===== config.mk =====
export PLATFORM = sky130hd
export DESIGN_NAME = spi_frame_sched
export DESIGN_NICKNAME = d
export VERILOG_FILES = /design/src/rtl/spi_frame_sched.sv
export SDC_FILE = /design/constraint.sdc
export NUM_CORES = 1
export LEC_CHECK = 0
export BUFFER_PORTS_ARGS = -buffer_cell sky130_fd_sc_hd__buf_2
export CAP_MARGIN = 20
export CORE_MARGIN = 2
export CORE_UTILIZATION = 37
export DETAILED_ROUTE_END_ITERATION = 8
export HOLD_SLACK_MARGIN = 0.1
export PLACE_DENSITY = 0.54
export REMOVE_ABC_BUFFERS = 1
export SLEW_MARGIN = 0
export SYNTH_ARGS = -nofsm -noshare
export SYNTH_HDL_FRONTEND = slang
export SYNTH_SLANG_ARGS = --single-unit

===== constraint.sdc =====
create_clock -name clk -period 3.79 [get_ports clk]
set_clock_uncertainty 0.2 [all_clocks]
set_input_delay 0 -clock clk [delete_from_list [all_inputs] [get_ports clk]]
set_output_delay 0 -clock clk [all_outputs]
set_load 0.005 [all_outputs]

===== src/rtl/spi_frame_sched.sv =====
// Frame scheduler for the SPI trace transmitter: packs bytes into 16-bit words,
// double-buffers whole frames and hands them word by word to the transmitter.
module spi_frame_sched #(
    parameter int FRAME_WORDS = 8,
    parameter int SYNC_STAGES = 2
) (
    input  logic        clk,
    input  logic        rst,
    input  logic [7:0]  in_byte,
    input  logic        in_valid,
    output logic        in_ready,
    output logic        transmitIn,
    output logic [15:0] tx_word,
    input  logic        tx_free,
    input  logic        rxFrameReset,
    output logic [15:0] frames_sent,
    output logic [7:0]  abort_count
);

    localparam int IW = (FRAME_WORDS > 1) ? $clog2(FRAME_WORDS) : 1;
    localparam int AW = $clog2(2 * FRAME_WORDS);
    localparam logic [IW-1:0] LAST_IDX = IW'(FRAME_WORDS - 1);

    typedef enum logic [1:0] {IDLE, ARMED, SEND} state_t;

    // dClk-domain inputs: bit 0 = tx_free, bit 1 = rxFrameReset
    logic [1:0] async_in;
    logic [1:0] edge_pulse;
    assign async_in = {rxFrameReset, tx_free};

    genvar gi;
    generate
        for (gi = 0; gi < 2; gi++) begin : g_sync
            logic [SYNC_STAGES-1:0] chain_reg;
            logic                   prev_reg;
            logic                   pulse_reg;

            always_ff @(posedge clk) begin
                if (rst) begin
                    chain_reg <= '0;
                    prev_reg  <= 1'b0;
                    pulse_reg <= 1'b0;
                end else begin
                    chain_reg <= {chain_reg[SYNC_STAGES-2:0], async_in[gi]};
                    prev_reg  <= chain_reg[SYNC_STAGES-1];
                    pulse_reg <= chain_reg[SYNC_STAGES-1] & ~prev_reg;
                end
            end

            assign edge_pulse[gi] = pulse_reg;
        end
    endgenerate

    logic tx_free_pulse;
    logic frame_reset_pulse;
    assign tx_free_pulse     = edge_pulse[0];
    assign frame_reset_pulse = edge_pulse[1];

    // Fill side
    logic          phase_reg;
    logic [7:0]    lo_byte_reg;
    logic [IW-1:0] fill_idx_reg;
    logic          fill_sel_reg;
    logic [1:0]    full_reg;
    logic [1:0]    full_set;
    logic [1:0]    full_clr;
    logic          accept;
    logic          word_wr;
    logic          fill_done;

    assign in_ready  = ~(full_reg[0] & full_reg[1]);
    assign accept    = in_valid & in_ready;
    assign word_wr   = accept & phase_reg;
    assign fill_done = word_wr & (fill_idx_reg == LAST_IDX);
    assign full_set  = fill_done ? (fill_sel_reg ? 2'b10 : 2'b01) : 2'b00;

    always_ff @(posedge clk) begin
        if (rst) begin
            phase_reg    <= 1'b0;
            lo_byte_reg  <= '0;
            fill_idx_reg <= '0;
            fill_sel_reg <= 1'b0;
        end else if (accept) begin
            if (!phase_reg) begin
                lo_byte_reg <= in_byte;
                phase_reg   <= 1'b1;
            end else begin
                phase_reg <= 1'b0;
                if (fill_idx_reg == LAST_IDX) begin
                    fill_idx_reg <= '0;
                    fill_sel_reg <= ~fill_sel_reg;
                end else begin
                    fill_idx_reg <= fill_idx_reg + 1'b1;
                end
            end
        end
    end

    // Ping-pong storage: buffer b occupies addresses b*FRAME_WORDS .. +FRAME_WORDS-1
    logic [15:0]   mem [0:2*FRAME_WORDS-1];
    logic [AW-1:0] wr_addr;
    logic [AW-1:0] rd_addr;
    logic          rd_en;
    logic          rd_sel;
    logic [IW-1:0] rd_idx;

    assign wr_addr = AW'(fill_idx_reg) + (fill_sel_reg ? AW'(FRAME_WORDS) : AW'(0));

    always_ff @(posedge clk) begin
        if (word_wr) begin
            mem[wr_addr] <= {in_byte, lo_byte_reg};
        end
    end

    always_ff @(posedge clk) begin
        if (rst) begin
            tx_word <= '0;
        end else if (rd_en) begin
            tx_word <= mem[rd_addr];
        end
    end

    // Drain side
    state_t        state_reg;
    logic [IW-1:0] drain_idx_reg;
    logic          drain_sel_reg;
    logic          active;
    logic          start;
    logic          replay;
    logic          advance;
    logic          complete;
    logic          next_full;

    assign active    = (state_reg == ARMED) || (state_reg == SEND);
    assign start     = (state_reg == IDLE) && full_reg[drain_sel_reg];
    assign replay    = active & frame_reset_pulse;
    assign advance   = active & tx_free_pulse & ~frame_reset_pulse;
    assign complete  = advance & (drain_idx_reg == LAST_IDX);
    assign full_clr  = complete ? (drain_sel_reg ? 2'b10 : 2'b01) : 2'b00;
    // A frame finishing filling in this very cycle still counts as ready to send
    assign next_full = full_reg[~drain_sel_reg] | full_set[~drain_sel_reg];

    always_comb begin
        rd_sel  = drain_sel_reg;
        rd_idx  = '0;
        rd_en   = start | replay | (advance & ~(complete & ~next_full));
        if (complete) begin
            rd_sel = ~drain_sel_reg;
        end else if (advance) begin
            rd_idx = drain_idx_reg + 1'b1;
        end
        rd_addr = AW'(rd_idx) + (rd_sel ? AW'(FRAME_WORDS) : AW'(0));
    end

    always_ff @(posedge clk) begin
        if (rst) begin
            state_reg     <= IDLE;
            transmitIn    <= 1'b0;
            drain_idx_reg <= '0;
            drain_sel_reg <= 1'b0;
            full_reg      <= '0;
            frames_sent   <= '0;
            abort_count   <= '0;
        end else begin
            full_reg <= (full_reg | full_set) & ~full_clr;
            if (start) begin
                state_reg     <= ARMED;
                transmitIn    <= 1'b1;
                drain_idx_reg <= '0;
            end else if (replay) begin
                state_reg     <= ARMED;
                drain_idx_reg <= '0;
                if (abort_count != 8'hFF) begin
                    abort_count <= abort_count + 1'b1;
                end
            end else if (complete) begin
                frames_sent   <= frames_sent + 1'b1;
                drain_sel_reg <= ~drain_sel_reg;
                drain_idx_reg <= '0;
                if (next_full) begin
                    state_reg <= ARMED;
                end else begin
                    state_reg  <= IDLE;
                    transmitIn <= 1'b0;
                end
            end else if (advance) begin
                drain_idx_reg <= drain_idx_reg + 1'b1;
                state_reg     <= SEND;
            end else if (!active && state_reg != IDLE) begin
                state_reg  <= IDLE;
                transmitIn <= 1'b0;
            end
        end
    end

endmodule


# [Word level (Yosys, flattened, before mapping)]
# Memories as Yosys holds them, arrays and structs flattened. A register that Yosys moved wholly into a read port is not among the register bits.
# Cells that the tools add are included.
[word_totals] wordCells=113 regBits=54 n_memories=1 inputBits=13 output_inout_bits=42 mem_bits_rw=256
[classes] n_reduce_logical=18 eq_ne=8 mux=31 bitwise=29 order_cmp=2 addsub=6
[memory_table] memory="mem" depth=16 word_bits=16 rd=1 rd_ports_with_merged_regs=1 wr=1 line_no="100" source="logic [15:0] mem [0:2*FRAME_WORDS-1];"
[ops] operator="$mux 1" count=19
[ops] operator="$add 16x1->16 const B" count=1
[ops] operator="$mux 2" count=7
[ops] operator="$and 1x1->1" count=12
[ops] operator="$not 1->1" count=11
[ops] operator="$mux 3" count=3
[ops] operator="$reduce_and 3->1" count=3
[ops] operator="$add 3x4->4" count=2
[ops] operator="$add 8x1->8 const B" count=1
[ops] operator="$mux 4" count=2
[ops] operator="$ne 8x8->1 const B" count=1
[ops] operator="$add 3x1->3 const B" count=2
[ops] operator="$eq 3x3->1 const B" count=2
[ops] operator="$reduce_and 2->1" count=3
[ops] operator="$reduce_bool 3->1" count=2
[ops] operator="$reduce_bool 5->1" count=1
[ops] operator="$lt 1x2->1 const B" count=2
[ops] operator="$reduce_and 4->1" count=1
[ops] operator="$reduce_or 4->1" count=1
[ops] operator="$ne 3x2->1 const B" count=1
[ops] operator="$ne 3x3->1 const B" count=1
[ops] operator="$or 1x1->1" count=3
[ops] operator="$reduce_or 3->1" count=1
[ops] operator="$and 2x2->2" count=1
[ops] operator="other kinds (10)" count=11

# [Longest topological paths before layout]
[depth] depth_word=14 mapped_depth=10 mapped_depth_nobuf=8

# [Worst setup path before layout]
# Ideal clock, no wire load.
[synth_path] path_kind="reg2reg" start="reg phase_reg" end="mem mem[0][0], enable pin" required_ps=3159 arrival_time_ps=2314 path_stages_with_launch=4 period_less_slack_ps=2944 setup_ps=431 path_slack_ps=846 n_path_buf=1 cell_sequence="dfxtp_1 > clkbuf_1 > nand3_1 > nor4_1"
[synth_between] elab_chain_len=3
[synth_rtl] element="start: declaration" line_no="60" source="logic phase_reg;"
[synth_rtl] element="start signal: assignment" line_no="79" source="phase_reg <= 1'b0;"
[synth_rtl] element="start signal: assignment" line_no="86" source="phase_reg <= 1'b1;"
[synth_rtl] element="start signal: assignment" line_no="88" source="phase_reg <= 1'b0;"
[synth_rtl] element="$and 1x1->1" line_no="73" source="assign word_wr = accept & phase_reg;"
[synth_rtl] element="$mux 1" line_no="110" source="if (word_wr) begin"
[synth_rtl] element="$mux 1 (implied by the code)" line_no="111" source="mem[wr_addr] <= {in_byte, lo_byte_reg};"
[synth_rtl] element="end: declaration" line_no="100"
# No other way between the ends.

# [Final worst setup path]
[layout_path] start="reg state_reg[1]" end="reg tx_word[10], read port of mem"
[layout_between] elab_chain_len=9 word_cells_on_any_way=19 classes_between="add/sub (1); eq/ne (2); mux (4); bitwise (9); reduce/logical (3)"
[layout_rtl] element="start: declaration" line_no="124" source="state_t state_reg;"
[layout_rtl] element="start signal: assignment" line_no="157" source="state_reg <= IDLE;"
[layout_rtl] element="start signal: assignment" line_no="167" source="state_reg <= ARMED;"
[layout_rtl] element="start signal: assignment" line_no="171" source="state_reg <= ARMED;"
[layout_rtl] element="parallel branches: the longest is 9 deep, another holds $add 3x4->4"
[layout_rtl] element="end: declaration" line_no="13" source="output logic [15:0] tx_word,"
# Several ways; the timed one is not identified.
# A chain may end at the register's enable or synchronous reset.

==> metrics <==
GP Congestion=0.7498; Setup crit start kind=flop; max incr delay on CP=0.93 ns; Final Hold Viols=0; Net Sw Frac=0.1949; largest cells by area after synthesis=edfxtp_1 (59%), dfxtp_1 (11%), o21ai_0 (3.7%), nor2_1 (3.6%), mux2i_1 (3.2%); Post-synth ARST share=0; Top Registers=mem x256, frames_sent x16, tx_word x16; final-stage net count=1130; Cell Area, Synth=13060 µm²; vias per inst=5.288; H-tree depth=2; P_leak=0.005132 µW; Primary FF master, synth=edfxtp_1; clock slew seen by the registers of the worst setup and hold paths=0.06 ns; CTS tree=built; first-pass GRT wire length=49820 µm; Tightest Pin Transition=1.106 ns; internal power=6107 µW; Residual DRC=0; critical path required time=3.99 ns; unrepaired setup endpoints after global routing=false; Ports=55; # fillers=3137; post-layout min period=2.907 ns; CTS sink cnt=326; worst IR drop on VDD=0.0002877 V; Resize count post-CTS=0; final worst-path cycle share=0.7670; Crit Path Max Fanout=32; Core Util, Final=0.4439; Slew Viols, Final=0; GRT Residual Overflow=0; chip height=191.9 µm; pre-CTS setup slack=0.9431 ns; arrival time at the worst endpoint=3.11 ns; clock group share of total power=0.472; Cells after Synth=1032; top cell type by total area after synthesis=edfxtp_1; TritonCTS buffer count=37; slowest stage cell, crit path=a31oi_4; initial antenna violation count=0; row cnt=68; post-synthesis sequential area ratio=0.6958; P&R area growth vs syn=17.68%; final worst slack=0.8829 ns; initial detailed-routing violation count=604; setup_tns=0 ns; DPL Wire Length=17980 µm; Max clock buf depth=3; Global Route Usage Sum=0.1800; Yosys warning count=0; Net Sw Power=1478 µW; CP Cell Sequence=inv_1, ha_1, and2_1, a21oi_1, a31oi_4, nor2_1, a311oi_1; Max Cap Viol=0; drt wl/cell=20.64 µm; share of cells above drive strength 1=0.1432; Synth top area share=0.5885; max FFs per register=256; router iterations before antenna repair=5; combinational power share=0.013; Buf/Inv on CP=1; # diodes=0; CTS Root Buffer Type=clkbuf_16; Synth Register Bits=326; vias in the first global route=8057; Core Box Area=34630 µm²; ANT nets after route=0; Biggest register=mem; status=complete, no violations; Post-synth EDFFs=256; Setup violations, final=0; Setup Crit Path Kind=reg -> reg; CP Capture Type=flop; Cells after DPL=1504; via count=8387; Starting Density=0.3772; Rel. slew slack=0.2628; Die W=191.9 µm; latest clock arrival within the worst-skew pair=0.52 ns; WL final=32740 µm; Total Die Area=36820 µm²; # port buffers=54; Unique masters post-synth=48; pin count of the biggest net entering global routing=133; final std cells w/o fill=1586; P per Cell Area=493.4 nW/µm²; Top delay family on crit path=compound AO/OA/AOI/OAI gates; min-delay worst type=reg -> reg; Achievable Freq=0.3440 GHz; Mean Syn Cell Area=12.66 µm²; Seq pwr share=0.514
-- metrics by stage --
step | area [µm²] | hold slack [ns] | total power (µW)
after floorplan | 12790 | -0.1309 | 4000
after global placement | 13990 | 0.007703 | 4065
after detailed placement | 13990 | 0.02502 | 4068
after CTS | 15370 | 0.1759 | 7662
after global routing | 15370 | 0.1919 | 7813
final | 15370 | 0.1793 | 7585
-- path summary, 6_finish.rpt --
kind / from / endpoint / slack, ns / cells past startpoint
worst min register to register: g_sync[0].prev_reg / g_sync[0].pulse_reg / 0.18 / 1
worst min-delay path: g_sync[0].prev_reg / g_sync[0].pulse_reg / 0.18 / 1
worst max-delay path: state_reg[1] / tx_word[10] / 0.88 / 7
worst max register to register: state_reg[1] / tx_word[10] / 0.88 / 7
-- Yosys cell counts, drive strengths merged (2+ instances only) --
master and n:
ha 13, a21oi 26, and3 5, nor4b 2
a311oi 16, a22oi 3, nand3b 4, mux2i 42
xnor2 6, nor2b 10, nor2 126, o31ai 3
nor3b 6, nor3 64, xor2 16, nand4 38
o21ai 97, a31oi 2, dfxtp 70, nand2b 4
nand3 75, a21boi 16, a211oi 2, nor4 4
and4 2, edfxtp 256, clkbuf 49, buf 20
and2 7, nand2 20, inv 15
-- repair_timing --
item / CTS / global route
buffers inserted: 0 / 0
hold endpoints to repair: 179 / 0
hold buffers: 16 / 0
-- power groups by stage --
stage	sequential [µW]	combinational, µW	clock [µW]
3_3_place_gp	3980	88.2	0
4_1_cts	3900	103	3660
5_1_grt	3910	111	3800
3_5_place_dp	3980	89.7	0
2_1_floorplan	3970	32.6	0
6_report	3900	100	3580
-- routing by layer --
layer	track usage	vias to the layer above	part of all wire
met5	0	-	0
met4	0.04645	0	0.016
met3	0.02595	46	0.057
met2	0.2819	242	0.46
met1	0.2624	4097	0.47
li1	-	4002	-
-- cells by family after synthesis --
logic type / count (synthesis) / synth area share
buffers and inverters: 84 / 0.02529
multiplexers: 43 / 0.03333
XOR/XNOR: 22 / 0.01475
flip-flops: 326 / 0.6958
adder cells (fa/ha/maj): 13 / 0.01245
AO/OA/AOI/OAI: 170 / 0.07720
AND/OR/NAND/NOR: 374 / 0.1412
-- layout make-up --
type	instances	area (µm²)	share of cell area
clock buffer	53	1047	0.06813
clock inverter	13	175.2	0.01140
inverter	15	56.30	0.003663
multi-input combinational	622	3749	0.2439
sequential	326	9092	0.5915
tap	455	569.3	0.03703
timing repair buffer	102	683.2	0.04444
-- worst register-to-register path, cell delays in order, from the launching register on --
cell and delay (ns):
dfxtp_1 0.36, inv_1 0.06, ha_1 0.40, and2_1 0.31, a21oi_1 0.17, a31oi_4 0.93, nor2_1 0.10, a311oi_1 0.28
-- cell usage in the layout (no fill, tap or decap), types with 3 or more instances in the layout --
cell / Yosys / final
o21ai_0: 96 / 96
o31ai_1: 3 / 3
clkbuf_16: 0 / 38
buf_2: 12 / 54
mux2i_1: 42 / 42
ha_1: 13 / 13
a21oi_1: 26 / 26
nor3_1: 64 / 64
and3_1: 5 / 5
edfxtp_1: 256 / 256
dfxtp_1: 70 / 69
buf_4: 0 / 31
nor2_2: 0 / 8
a311oi_1: 16 / 16
bufinv_16: 0 / 4
inv_1: 15 / 14
a22oi_1: 3 / 3
nand3b_1: 4 / 4
a21boi_0: 15 / 15
clkbuf_8: 0 / 4
and2_1: 7 / 7
nand2b_1: 4 / 4
nand4_1: 38 / 38
nor2_1: 126 / 118
dlygate4sd3_1: 0 / 16
nor2b_1: 10 / 10
nand2_1: 19 / 19
clkbuf_1: 49 / 11
xor2_1: 16 / 16
nor4_2: 0 / 4
xnor2_1: 6 / 6
clkinv_1: 0 / 4
nand3_1: 75 / 75
nor3b_1: 6 / 4
(Power assumes the default switching activity.)
